`src/rtl/rgb_fade_sequencer.sv`:
```
// Table-driven RGB fade controller: ramps three channel levels toward up to four programmed
// targets one LSB per tick, holds each for a programmed time, then advances or stops.
module rgb_fade_sequencer #(
   parameter int unsigned WIDTH     = 8,
   parameter int unsigned HOLD_BITS = 8,
   parameter int unsigned PRESCALER = 0,
   parameter bit          LOOP      = 1'b1
) (
   input  logic                 clk,
   input  logic                 rst,
   input  logic                 cfg_valid,
   output logic                 cfg_ready,
   input  logic [1:0]           cfg_addr,
   input  logic [WIDTH-1:0]     cfg_red,
   input  logic [WIDTH-1:0]     cfg_green,
   input  logic [WIDTH-1:0]     cfg_blue,
   input  logic [HOLD_BITS-1:0] cfg_hold,
   input  logic                 cfg_last,
   input  logic                 start,
   input  logic                 stop,
   output logic                 busy,
   output logic [1:0]           step_index,
   output logic [WIDTH-1:0]     level_red,
   output logic [WIDTH-1:0]     level_green,
   output logic [WIDTH-1:0]     level_blue,
   output logic                 seq_done
);

   typedef enum logic [1:0] {StIdle, StFade, StHold} state_e;

   state_e               state_q, state_d;
   logic [1:0]           step_q, step_d;
   logic [1:0]           last_q;
   logic [WIDTH-1:0]     red_q, red_d, green_q, green_d, blue_q, blue_d;
   logic [HOLD_BITS-1:0] hold_q, hold_d;
   logic                 done_q, done_d;

   logic [WIDTH-1:0]     tbl_red   [4];
   logic [WIDTH-1:0]     tbl_green [4];
   logic [WIDTH-1:0]     tbl_blue  [4];
   logic [HOLD_BITS-1:0] tbl_hold  [4];

   logic tick;
   logic start_accept;
   logic wr_en;
   logic at_target;

   assign cfg_ready    = (state_q == StIdle);
   assign busy         = (state_q != StIdle);
   assign start_accept = (state_q == StIdle) && start && !stop;
   assign wr_en        = cfg_valid && cfg_ready;

   assign step_index  = step_q;
   assign level_red   = red_q;
   assign level_green = green_q;
   assign level_blue  = blue_q;
   assign seq_done    = done_q;

   // Counter restarts on start so the first step lands a fixed number of clocks later.
   if (PRESCALER == 0) begin : g_no_presc
      assign tick = 1'b1;
   end else begin : g_presc
      localparam logic [PRESCALER-1:0] PrescOne = 1;
      logic [PRESCALER-1:0] presc_q;
      always_ff @(posedge clk) begin
         if (rst || start_accept) presc_q <= '0;
         else                     presc_q <= presc_q + PrescOne;
      end
      assign tick = &presc_q;
   end

   always_ff @(posedge clk) begin
      if (rst) begin
         for (int i = 0; i < 4; i++) begin
            tbl_red[i]   <= '0;
            tbl_green[i] <= '0;
            tbl_blue[i]  <= '0;
            tbl_hold[i]  <= '0;
         end
         last_q <= 2'd3;
      end else if (wr_en) begin
         tbl_red[cfg_addr]   <= cfg_red;
         tbl_green[cfg_addr] <= cfg_green;
         tbl_blue[cfg_addr]  <= cfg_blue;
         tbl_hold[cfg_addr]  <= cfg_hold;
         if (cfg_last) last_q <= cfg_addr;
      end
   end

   function automatic logic [WIDTH-1:0] toward(input logic [WIDTH-1:0] cur,
                                                input logic [WIDTH-1:0] tgt);
      if (cur < tgt)      return cur + WIDTH'(1);
      else if (cur > tgt) return cur - WIDTH'(1);
      else                return cur;
   endfunction

   assign at_target = (red_q == tbl_red[step_q]) && (green_q == tbl_green[step_q]) &&
                      (blue_q == tbl_blue[step_q]);

   always_comb begin
      state_d = state_q;
      step_d  = step_q;
      red_d   = red_q;
      green_d = green_q;
      blue_d  = blue_q;
      hold_d  = hold_q;
      done_d  = 1'b0;
      unique case (state_q)
         StIdle: begin
            if (start_accept) begin
               step_d  = 2'd0;
               state_d = StFade;
            end
         end
         StFade: begin
            if (at_target) begin
               state_d = StHold;
               hold_d  = tbl_hold[step_q];
            end else if (tick) begin
               red_d   = toward(red_q, tbl_red[step_q]);
               green_d = toward(green_q, tbl_green[step_q]);
               blue_d  = toward(blue_q, tbl_blue[step_q]);
            end
         end
         StHold: begin
            if (tick) begin
               if (hold_q != '0) begin
                  hold_d = hold_q - HOLD_BITS'(1);
               end else if (step_q != last_q) begin
                  step_d  = step_q + 2'd1;
                  state_d = StFade;
               end else if (LOOP) begin
                  step_d  = 2'd0;
                  state_d = StFade;
               end else begin
                  state_d = StIdle;
                  done_d  = 1'b1;
               end
            end
         end
         default: state_d = StIdle;
      endcase
      // Abort freezes everything except the state itself.
      if (stop) begin
         state_d = StIdle;
         step_d  = step_q;
         red_d   = red_q;
         green_d = green_q;
         blue_d  = blue_q;
         hold_d  = hold_q;
         done_d  = 1'b0;
      end
   end

   always_ff @(posedge clk) begin
      if (rst) begin
         state_q <= StIdle;
         step_q  <= 2'd0;
         red_q   <= '0;
         green_q <= '0;
         blue_q  <= '0;
         hold_q  <= '0;
         done_q  <= 1'b0;
      end else begin
         state_q <= state_d;
         step_q  <= step_d;
         red_q   <= red_d;
         green_q <= green_d;
         blue_q  <= blue_d;
         hold_q  <= hold_d;
         done_q  <= done_d;
      end
   end

endmodule

```
`config.mk`:
```
export PLATFORM = sky130hd
export DESIGN_NAME = rgb_fade_sequencer
export DESIGN_NICKNAME = d
export VERILOG_FILES = /design/src/rtl/rgb_fade_sequencer.sv
export SDC_FILE = /design/constraint.sdc
export NUM_CORES = 1
export LEC_CHECK = 0
export ABC_CLOCK_PERIOD_IN_PS = 7020
export CORE_MARGIN = 5
export CORE_UTILIZATION = 30
export CTS_BUF_LIST = sky130_fd_sc_hd__clkbuf_2 sky130_fd_sc_hd__clkbuf_4 sky130_fd_sc_hd__clkbuf_8
export DETAILED_ROUTE_END_ITERATION = 10
export SLEW_MARGIN = 20
export SYNTH_ARGS = -nofsm -noshare
export SYNTH_HDL_FRONTEND = slang
export SYNTH_SLANG_ARGS = --single-unit
```
`constraint.sdc`:
```
create_clock -name clk -period 7.02 [get_ports clk]
set_clock_uncertainty 0.05 [all_clocks]
set_input_delay 1.404 -clock clk [delete_from_list [all_inputs] [get_ports clk]]
set_output_delay 1.404 -clock clk [all_outputs]
set_load 0.005 [all_outputs]
```
==> metrics.md <==
| Metric | Value |
|---|---|
| Worst hold path depth | `2` |
| Internal reg-to-reg setup slack | `2.36 ns` |
| Post-Route Utilization | `35.60%` |
| Final critical-path share of the clock period | `66.38%` |
| Row count | `62` |
| Fin Setup TNS | `0 ns` |
| Final worst slack | `2.360 ns` |
| Class of the most critical setup path | `flip-flop to flip-flop` |
| Vias in the first global route | `5711` |
| Post-synthesis sequential area ratio | `53.12%` |
| Multi-input logic area | `3835 sq um` |
| Synth area leader | `edfxtp_1` |
| Skew-Pair Late Insertion Delay | `0.45 ns` |
| CORE AREA | `28700 sq um` |
| Yosys warns | `0` |
| Critical-path top delay cell | `dfxtp_2` |
| Via count | `5645` |
| Largest net degree at the start of global routing | `51` |
| Synth cell count leaders | `and2_1, edfxtp_1, a21oi_1` |
| Htree depth | `4` |
| Critical path buffers and inverters | `2` |
| Clock Sink Count | `168` |
| Top delay family on crit path | `compound AO/OA/AOI/OAI gates` |
| Netlist cell types | `55` |
| PwrDens | `191.7 nW/um^2` |
| CTS buffer count | `17` |
| IR drop worst, VDD | `0.08912 mV` |
| Final HPWL DP | `12.88 mm` |
| Post-layout min period | `4.660 ns` |
| Area Growth Syn to Fin | `16.87%` |
| Initial Util | `30.46%` |
| Max Fclk | `0.2146 GHz` |
| RSZ-0062 raised after global routing | `false` |
| Status | `complete, no violations` |
| Max-cap viol count | `0` |
| DR iter-0 viols | `282` |
| Drt drc | `0` |
| Tot GR Track Use | `12.11%` |
| Max incr delay on CP | `0.67 ns` |
| Final Max Slew Viols | `0` |
| I/O Pins | `69` |
| Rel. slew slack | `31.63%` |
| Number of synthesized flops with an enable pin | `128` |
| Final setup vio count | `0` |
| CP required | `7.31 ns` |
| Antenna-violating nets left | `0` |
| Synth area leaders | `edfxtp_1, and2_1, dfxtp_1` |
| Synth Flop Type | `edfxtp_1` |
| Crit-path cells | `buf_4, mux4_2, inv_1, ha_1, a21o_1, a21oi_1, nand2_1, ha_1, a21oi_1, o211ai_1, o41ai_1, a21boi_0, o211ai_1, mux2_2` |
| Hold Fails Final Rpt | `0` |
| Post-Place Worst Slack | `2.397 ns` |
| WL final | `19.65 mm` |
| Clock buffer depth | `2` |
| CTS tree | `built` |
| Cells on worst reg2reg path | `14` |
| Ys async rst share | `0%` |
| PortBufs | `67` |
| Post CTS Setup Buffer Count | `0` |
| # resized after CTS | `0` |
| DR vias/cell | `4.752` |
| Worst-margin pin slew | `1.026 ns` |
| Storage cell area | `4646 sq um` |
| WL/cell | `16.54 um` |
| Setup crit end kind | `flip-flop` |
| Grt ovf | `0` |
| Drt pass-1 iters | `4` |
| Avg Inst Size Synth | `11.98 sq um` |
| Post-Syn Nets | `817` |
| HP Start | `last_q[0]$_SDFFE_PP1P_` |
| Initial antenna violation count | `0` |
| Worst Hold Class | `flip-flop to flip-flop` |
| Hold Buf Count CTS | `0` |
| # fillers | `2810` |
| Crit path DAT | `4.95 ns` |
| Yosys reg bits | `168` |
| Share of the synthesized area in the top cell type | `43.96%` |
| Layout cells sized above 1 | `10.95%` |
| Clk slew on worst S/H paths | `0.09 ns` |
| CP startpoint kind | `flip-flop` |
| Antenna diode count | `0` |
| First-pass GRT wire length | `31.42 mm` |
| Syn Inst Count | `730` |
| Clk root buf | `clkbuf_8` |
| WHS Endpoint | `last_q[0]$_SDFFE_PP1P_` |
| Die area | `32660 sq um` |
| RePlAce Congestion | `0.8119` |
| Mapped Area | `8743 sq um` |
| Chip width | `180.7 um` |
| Final net count | `879` |
| Worst-path maximum fanout | `19` |
| LEAKAGE | `3.786 nW` |
| R2R Path End | `level_blue[7]$_SDFFE_PP0P_` |
| Die H | `180.7 um` |
| Total power | `1.959 mW` |
==> kinds of logic (layout without fill, tap and decap cells) <==
family | after synthesis | in the layout | synth area share (%)
AO/OA/AOI/OAI | 129 | 129 | 9.102
XOR/XNOR | 14 | 14 | 1.402
adder cells (fa/ha/maj) | 47 | 47 | 6.983
buffers and inverters | 73 | 147 | 3.234
flip-flops | 168 | 168 | 53.12
multiplexers | 37 | 37 | 8.858
other | 1 | 1 | 0.04289
AND/OR/NAND/NOR | 261 | 261 | 17.26
==> worst min-delay path, stage by stage (launching register included) <==
cell      delay, ns
dfxtp_1        0.36
mux2i_1        0.08
nand2b_1       0.06
==> per-layer routing <==
layer  part of all wire [%]  global-route usage (%)  routed length (um)  vias to the layer above
met5                      0                       0                   0                        -
met4                    2.0                   4.083                 395                        0
met3                    3.9                   2.876                 759                       23
met2                     46                   18.95                9104                      103
met1                     48                   16.59                9386                     2726
li1                       -                       -                   -                     2793
==> area by class of cell <==
class | count | area share (%)
clock buffer | 19 | 2.437
tap | 384 | 4.702
inverter | 41 | 1.506
sequential | 168 | 45.46
clock inverter | 12 | 1.261
timing repair buffer | 75 | 7.102
multi-input combinational | 489 | 37.53
==> worst max path at each step <==
stage / start / end / slack [ns] / cells after the start
3_5_place_dp: flip-flop / level_red[7]$_SDFFE_PP0P_ / 2.40 / 14
4_1_cts: flip-flop / level_blue[7]$_SDFFE_PP0P_ / 2.32 / 15
3_3_place_gp: flip-flop / level_red[7]$_SDFFE_PP0P_ / 2.44 / 14
2_1_floorplan: flip-flop / level_green[7]$_SDFFE_PP0P_ / 2.59 / 17
5_1_grt: flip-flop / level_blue[7]$_SDFFE_PP0P_ / 1.80 / 15
6_report: flip-flop / level_blue[7]$_SDFFE_PP0P_ / 2.36 / 14
==> sequential cells by signal (all words and copies together) (netlist names), named ones only <==
register	cells
level_red	8
hold_q	8
tbl_blue	32
tbl_red	32
level_blue	8
state_q	2
last_q	2
tbl_green	32
step_index	2
tbl_hold	32
level_green	8
==> stage by stage <==
stage | instance area, sq um | instances | hold WS, ns
floorplan | 8743 | 730 | 0.4156
global placement | 9841 | 1157 | 0.4263
detailed placement | 9841 | 1157 | 0.4425
CTS | 10220 | 1188 | 0.4564
global route | 10220 | 1188 | 0.5097
finish | 10220 | 1188 | 0.4667
==> report_power, final <==
part	switching, mW	internal (mW)	total [mW]
Clock	0.355	0.321	0.676
Sequential	0.0136	1.11	1.13
Combinational	0.0858	0.0694	0.155
==> placed cells by master, fill, tap and decap left out, types with 5 or more instances in the layout <==
cell type and instances:
o21ai_0 29, o211ai_1 8, clkdlybuf4s50_1 66, o21a_1 5, nand4_1 5, nand2b_1 5, clkbuf_8 17, nand3_1 32
or2_2 7, inv_1 41, buf_4 8, nor3_1 16, mux4_2 32, dfxtp_1 39, a21o_1 10, nor2b_1 8
xnor2_1 9, and2_1 128, nand2_1 12, nor2_1 28, ha_1 44, xor2_1 5, edfxtp_1 128, a21oi_1 50
No activity file was read; power rests on OpenSTA's default activity.
